### src/rtl/rv32i_mem_pkg.sv
// Shared types and defaults for the rv32i unified-memory arbiter.
// The window check is written as an offset compare so MEM_BASE+MEM_SIZE never overflows.
package rv32i_mem_pkg;

  typedef enum logic [1:0] {
    IDLE = 2'd0,
    WAIT = 2'd1,
    RESP = 2'd2
  } arb_state_e;

  typedef enum logic {
    OWN_IF = 1'b0,
    OWN_LS = 1'b1
  } owner_e;

  typedef struct packed {
    logic        we;
    logic [3:0]  be;
    logic [31:0] addr;
    logic [31:0] wdata;
  } mem_req_t;

  localparam logic [31:0] DEF_MEM_BASE = 32'h8000_0000;
  localparam logic [31:0] DEF_MEM_SIZE = 32'h0080_0000;

  function automatic logic addr_in_range(input logic [31:0] addr,
                                         input logic [31:0] base,
                                         input logic [31:0] size);
    return (addr >= base) && ((addr - base) < size);
  endfunction

endpackage

### src/rtl/rr_arb2.sv
// Two-way round-robin picker: a lone request always wins, a tie goes to the
// requester that was not granted last. Index 0 is fetch, index 1 is load/store.
module rr_arb2
  import rv32i_mem_pkg::*;
(
  input  logic [1:0] req,
  input  owner_e     last,
  output logic [1:0] gnt
);

  generate
    for (genvar gi = 0; gi < 2; gi++) begin : g_pick
      localparam owner_e ME = (gi == 0) ? OWN_IF : OWN_LS;
      assign gnt[gi] = req[gi] & (~req[1-gi] | (last != ME));
    end
  endgenerate

endmodule

### src/rtl/rv32i_mem_arbiter.sv
// Shares one memory between instruction fetch and load/store: round-robin grant,
// address window check, one transaction at a time, bounded by a timeout.
module rv32i_mem_arbiter
  import rv32i_mem_pkg::*;
#(
  parameter logic [31:0] MEM_BASE       = DEF_MEM_BASE,
  parameter logic [31:0] MEM_SIZE       = DEF_MEM_SIZE,
  parameter int          TIMEOUT_CYCLES = 255
) (
  input  logic        clk,
  input  logic        rst_n,
  input  logic        if_req,
  input  logic [31:0] if_addr,
  output logic        if_gnt,
  output logic        if_rvalid,
  output logic [31:0] if_rdata,
  output logic        if_err,
  input  logic        ls_req,
  input  logic        ls_we,
  input  logic [3:0]  ls_be,
  input  logic [31:0] ls_addr,
  input  logic [31:0] ls_wdata,
  output logic        ls_gnt,
  output logic        ls_rvalid,
  output logic [31:0] ls_rdata,
  output logic        ls_err,
  output logic        mem_req,
  output logic        mem_we,
  output logic [3:0]  mem_be,
  output logic [31:0] mem_addr,
  output logic [31:0] mem_wdata,
  input  logic        mem_ack,
  input  logic [31:0] mem_rdata
);

  localparam int CW = $clog2(TIMEOUT_CYCLES + 1);
  localparam logic [CW-1:0] CNT_LAST = CW'(TIMEOUT_CYCLES - 1);

  arb_state_e    state_reg;
  owner_e        owner_reg;
  owner_e        last_grant_reg;
  mem_req_t      req_reg;
  logic [CW-1:0] cnt_reg;
  logic          mem_req_reg;
  logic          if_rvalid_reg, ls_rvalid_reg;
  logic          if_err_reg, ls_err_reg;
  logic [31:0]   if_rdata_reg, ls_rdata_reg;

  logic [1:0]  req_vec, gnt_vec;
  owner_e      grant_owner;
  mem_req_t    sel_req;
  logic        grant_in_range;
  logic        timeout_hit;
  logic        resp_fire, resp_err;
  logic [31:0] resp_data;
  owner_e      resp_owner;

  // Requests are only visible to the picker in IDLE, which keeps gnt IDLE-only.
  assign req_vec = (state_reg == IDLE) ? {ls_req, if_req} : 2'b00;

  rr_arb2 u_rr_arb2 (
    .req  (req_vec),
    .last (last_grant_reg),
    .gnt  (gnt_vec)
  );

  assign if_gnt      = gnt_vec[0];
  assign ls_gnt      = gnt_vec[1];
  assign grant_owner = gnt_vec[1] ? OWN_LS : OWN_IF;

  always_comb begin
    sel_req        = '{we: 1'b0, be: 4'hF, addr: {if_addr[31:2], 2'b00}, wdata: 32'h0};
    grant_in_range = addr_in_range(if_addr, MEM_BASE, MEM_SIZE);
    if (gnt_vec[1]) begin
      sel_req        = '{we: ls_we, be: ls_be, addr: {ls_addr[31:2], 2'b00}, wdata: ls_wdata};
      grant_in_range = addr_in_range(ls_addr, MEM_BASE, MEM_SIZE);
    end
  end

  assign timeout_hit = (cnt_reg == CNT_LAST);

  // A response is produced either by an immediate range fault or by leaving WAIT;
  // an ack on the timeout cycle takes priority over the timeout.
  always_comb begin
    resp_fire  = 1'b0;
    resp_err   = 1'b0;
    resp_data  = 32'h0;
    resp_owner = owner_reg;
    case (state_reg)
      IDLE: begin
        resp_owner = grant_owner;
        if ((|gnt_vec) && !grant_in_range) begin
          resp_fire = 1'b1;
          resp_err  = 1'b1;
        end
      end
      WAIT: begin
        if (mem_ack) begin
          resp_fire = 1'b1;
          resp_data = req_reg.we ? 32'h0 : mem_rdata;
        end else if (timeout_hit) begin
          resp_fire = 1'b1;
          resp_err  = 1'b1;
        end
      end
      default: ;
    endcase
  end

  always_ff @(posedge clk or negedge rst_n) begin
    if (!rst_n) begin
      state_reg      <= IDLE;
      owner_reg      <= OWN_IF;
      last_grant_reg <= OWN_IF;
      req_reg        <= '0;
      cnt_reg        <= '0;
      mem_req_reg    <= 1'b0;
      if_rvalid_reg  <= 1'b0;
      ls_rvalid_reg  <= 1'b0;
      if_err_reg     <= 1'b0;
      ls_err_reg     <= 1'b0;
      if_rdata_reg   <= 32'h0;
      ls_rdata_reg   <= 32'h0;
    end else begin
      if_rvalid_reg <= resp_fire && (resp_owner == OWN_IF);
      ls_rvalid_reg <= resp_fire && (resp_owner == OWN_LS);
      if_err_reg    <= resp_fire && (resp_owner == OWN_IF) && resp_err;
      ls_err_reg    <= resp_fire && (resp_owner == OWN_LS) && resp_err;
      if_rdata_reg  <= (resp_fire && (resp_owner == OWN_IF)) ? resp_data : 32'h0;
      ls_rdata_reg  <= (resp_fire && (resp_owner == OWN_LS)) ? resp_data : 32'h0;

      case (state_reg)
        IDLE: begin
          if (|gnt_vec) begin
            owner_reg      <= grant_owner;
            last_grant_reg <= grant_owner;
            req_reg        <= sel_req;
            cnt_reg        <= '0;
            if (grant_in_range) begin
              state_reg   <= WAIT;
              mem_req_reg <= 1'b1;
            end else begin
              state_reg <= RESP;
            end
          end
        end
        WAIT: begin
          if (mem_ack || timeout_hit) begin
            mem_req_reg <= 1'b0;
            state_reg   <= RESP;
          end else begin
            cnt_reg <= cnt_reg + 1'b1;
          end
        end
        RESP:    state_reg <= IDLE;
        default: state_reg <= IDLE;
      endcase
    end
  end

  assign mem_req   = mem_req_reg;
  assign mem_we    = req_reg.we;
  assign mem_be    = req_reg.be;
  assign mem_addr  = req_reg.addr;
  assign mem_wdata = req_reg.wdata;

  assign if_rvalid = if_rvalid_reg;
  assign if_rdata  = if_rdata_reg;
  assign if_err    = if_err_reg;
  assign ls_rvalid = ls_rvalid_reg;
  assign ls_rdata  = ls_rdata_reg;
  assign ls_err    = ls_err_reg;

endmodule

### config.mk
export PLATFORM = sky130hd
export DESIGN_NAME = rv32i_mem_arbiter
export DESIGN_NICKNAME = d
export VERILOG_FILES = /design/src/rtl/rv32i_mem_pkg.sv /design/src/rtl/rr_arb2.sv /design/src/rtl/rv32i_mem_arbiter.sv
export SDC_FILE = /design/constraint.sdc
export NUM_CORES = 1
export LEC_CHECK = 0
export ABC_AREA = 1
export CORE_MARGIN = 3
export CORE_UTILIZATION = 41
export DETAILED_ROUTE_END_ITERATION = 7
export GPL_ROUTABILITY_DRIVEN = 0
export HOLD_SLACK_MARGIN = 0.15
export PLACE_DENSITY = 0.81
export SLEW_MARGIN = 25
export SYNTH_ARGS = -nofsm -noshare
export SYNTH_HDL_FRONTEND = slang
export SYNTH_SLANG_ARGS = --single-unit
### constraint.sdc
create_clock -name clk -period 2 [get_ports clk]
set_input_delay 0.2 -clock clk [delete_from_list [all_inputs] [get_ports clk]]
set_output_delay 0.2 -clock clk [all_outputs]
set_load 0.05 [all_outputs]
==> results.txt <==
----------------------------------------------------
[Layout]
  Leading cell types in the layout, fill and taps excluded ... sky130_fd_sc_hd__clkdlybuf4s50_1 (268), sky130_fd_sc_hd__dfrtp_1 (147), sky130_fd_sc_hd__nor2_1 (83), sky130_fd_sc_hd__nand2_1 (61), sky130_fd_sc_hd__o21ai_0 (61)
  Register Area ... ~3700 um^2
  Area of combinational cells with multiple inputs ... between 1500 and 2000 um^2
  Most common library cell in the layout ignoring fill and taps ... sky130_fd_sc_hd__clkdlybuf4s50_1
  Nets@finish ... approximately 960
  # fillers ... 966
  # diodes ... 0
  Layout cells sized above 1 ... between 10 and 15%
  Synthesis-to-finish area growth ... 64.3%

[Setup path]
  Endpoint of the worst register-to-register path ... ls_rdata[17]$_DFF_PN0_
  Crit-path leading delay family ... buffers and inverters
  Worst path depth ... 6
  Critical path arrival ... 1680 ps
  Start-to-end type of the worst setup path ... flip-flop to output port
  Reg-to-Reg Start ... state_reg[0]$_DFFE_PN0P_
  Slowest stage delay, CP ... about 400 ps
  Start point of the critical path ... state_reg[0]$_DFFE_PN0P_
  Ordered cell list for the critical path ... nor2_4, nand3_4, buf_4, inv_4, buf_12, buf_12
  CP Launch Type ... flip-flop
  Worst path required time ... between 1500 and 2000 ps
  Number of buffers and inverters on the critical path ... 4
  Worst-case register-to-register setup slack ... between 300 and 400 ps
  Worst Reg2Reg Path Length in Cells ... 8
  End of the critical path ... ls_gnt
  Critical path's most frequent cell ... sky130_fd_sc_hd__buf_12
  CP endpoint kind ... output port
  Critical Path Slowest Stage Cell ... sky130_fd_sc_hd__dfrtp_1
  Highest fanout seen on the critical path ... 14

[Detailed routing]
  Routed vias/inst ... 5.08
  Initial DRT Pass Iterations ... 5
  Count of vias placed by the detailed router ... roughly 5100
  DRC marker count from the first detailed-route iteration ... about 380
  Residual DRC ... 0
  Antenna-violating nets left ... 0
  Detailed-route wire length per cell ... 17.2 um
  Total wire length after detailed routing ... 17400 um

[Power and ir drop]
  Worst-case vdd ir drop ... ~0.49 mV
  Leakage power of the design ... roughly 4 nW
  Total power per unit cell area ... roughly 990 nW/um^2
  Total Power Consumption ... slightly above 9 mW

[Clocking]
  Clock transition at the registers of the reported paths ... roughly 60 ps
  H-tree levels ... 4
  Number of buffers inserted during clock tree synthesis ... 17
  Root buffer cell ... sky130_fd_sc_hd__clkbuf_16
  Clock tree from TritonCTS ... built
  Deepest clock path buffer count ... 2
  Clock sinks ... around 150
  Skew-Pair Late Insertion Delay ... between 400 and 500 ps

[Global route]
  Global routing usage on met3 ... under 10%
  Largest net degree at the start of global routing ... 56
  Global-route track usage on met1 ... between 20% and 30%
  Met2 track demand over resource ... 39.6%
  GR Overflow Total ... 0
  Global-route wire length before repair ... around 27000 um
  Total routing resource utilization after global routing ... a little under a quarter
  Layer with the highest usage ... met2
  Via count of the first global-routing pass ... between 5000 and 6000
  Initial antenna violation count ... 0

[Logic synthesis]
  Share of synthesized flip-flops with an asynchronous set or reset ... between 90% and 100%
  Number of warnings printed during yosys synthesis ... 0
  Share of the yosys chip area belonging to registers ... between 60% and 70%
  Most used DFF post-synth ... sky130_fd_sc_hd__dfrtp_1
  Cells after synthesis ... between 500 and 600
  Number of synthesized register bits ... approximately 150
  Number of enable flip-flop cells after synthesis ... 0
  Per-instance average area after synthesis ... between 10 and 15 um^2
  Unique cell type count in the Yosys netlist ... 30
  Area of the mapped netlist ... 5710 um^2

[Hold path]
  HP Class ... input port to async pin

[Timing]
  Worst slew margin ... a little over 60%
  Measured slew at the worst slew-check pin ... approximately 570 ps
  Minimum clock period ... between 1500 and 2000 ps
  Peak clock frequency supported by timing ... around 530 MHz
  Post-Route Skew ... between 10 and 15 ps
  Number of pins exceeding their max-slew limit in the final report ... 0
  Final hold violation count ... 0
  Summed negative setup slack over all endpoints ... 0 ps
  Ratio of final minimum period to clock period ... between 90% and 100%
  RSZ-0062 raised after global routing ... false
  Total of endpoints with negative setup slack in the final report ... 0

[Place]
  Total of buffers placed on input and output ports ... 271
  HPWL reported at the end of detailed placement ... roughly 13000 um

[Floorplan]
  Placement Rows ... 42
  Count of boundary I/O pins ... approximately 280
  Horizontal die dimension ... 124 um
  DIE HEIGHT ... between 100 and 150 um
  Total Die Area ... between 15000 and 20000 um^2
  Initial core utilization ... a little over two fifths
  Placeable Area ... between 10000 and 15000 um^2

[Outcome]
  Run status ... complete, no violations

[Flow run]
  Total of max-cap violations ... 0

----------------------------------------------------
==> timing repair <==
item | 4_1_cts | 5_1_grt
endpoints found under the hold margin | 50 | 0
pin swaps | 1 | 0
gates cloned | 2 | 0
setup buffers | 1 | 0
resized for setup | 0 | 3
hold buffers | 1 | 0
setup endpoints to repair | 1 | 2
==> metal layers <==
layer	share of wire, %	wire (um)
met3	10	1800
met2	51	8920
met5	0	0
met1	36	6210
met4	2.9	507
==> cells by family after synthesis <==
family | after synthesis | synth area share, %
flops | 147 | 64.4
compound gates | 109 | 11.9
xor+xnor | 1 | 0.153
other cells | 1 | 0.0656
simple gates | 228 | 18.3
buf+inv | 58 | 4.80
fa+ha+maj | 2 | 0.438
==> stage by stage <==
step                      worst slack [ps]  instance area (um^2)  hold slack, ps  utilization [%]  std cells
after floorplan                       65.5                  5720           -95.6                -        547
after global placement                 144                  8690             181             64.6        975
after detailed placement              99.5                  8690             189             64.6        975
after CTS                             17.8                  9370             314             69.6       1011
after global routing                  33.8                  9380             351             69.8       1011
final                                  120                  9380             298             69.8       1011
==> synth_stat cells (all sizes together), types with 4 or more instances <==
library cell,instances,area (um^2)
o22ai,4,25.0
nand4,5,31.3
o21ai,69,345
a22o,33,289
nand3,42,225
clkbuf,16,60.1
buf,19,128
nor2,87,337
inv,23,86.3
nand2,65,269
or2,27,169
dfrtp,147,3680
==> worst min-delay path by stage <==
| stage | slack, ps | endpoint |
|---|---|---|
| global placement | 180 | ls_rvalid$_DFF_PN0_ |
| CTS | 310 | ls_rdata[22]$_DFF_PN0_ |
| finish | 300 | ls_rdata[0]$_DFF_PN0_ |
| global route | 350 | ls_rdata[23]$_DFF_PN0_ |
| detailed placement | 190 | if_rdata[0]$_DFF_PN0_ |
| floorplan | -100 | cnt_reg[0]$_DFFE_PN0P_ |
==> final cells by class <==
type / instances / share of cell area, %
clock inverters: 13 / 1.59
repair buffers: 291 / 32.1
clock buffers: 19 / 4.72
well taps: 176 / 2.35
flip-flops and latches: 147 / 39.2
multi-input cells: 342 / 19.1
inverters: 23 / 0.947
==> power breakdown <==
| group | switching, mW | internal (mW) |
|---|---|---|
| Combinational | 1.67 | 1.00 |
| Clock | 1.29 | 1.89 |
| Sequential | 0.167 | 3.25 |
No activity file was read; power rests on OpenSTA's default activity.
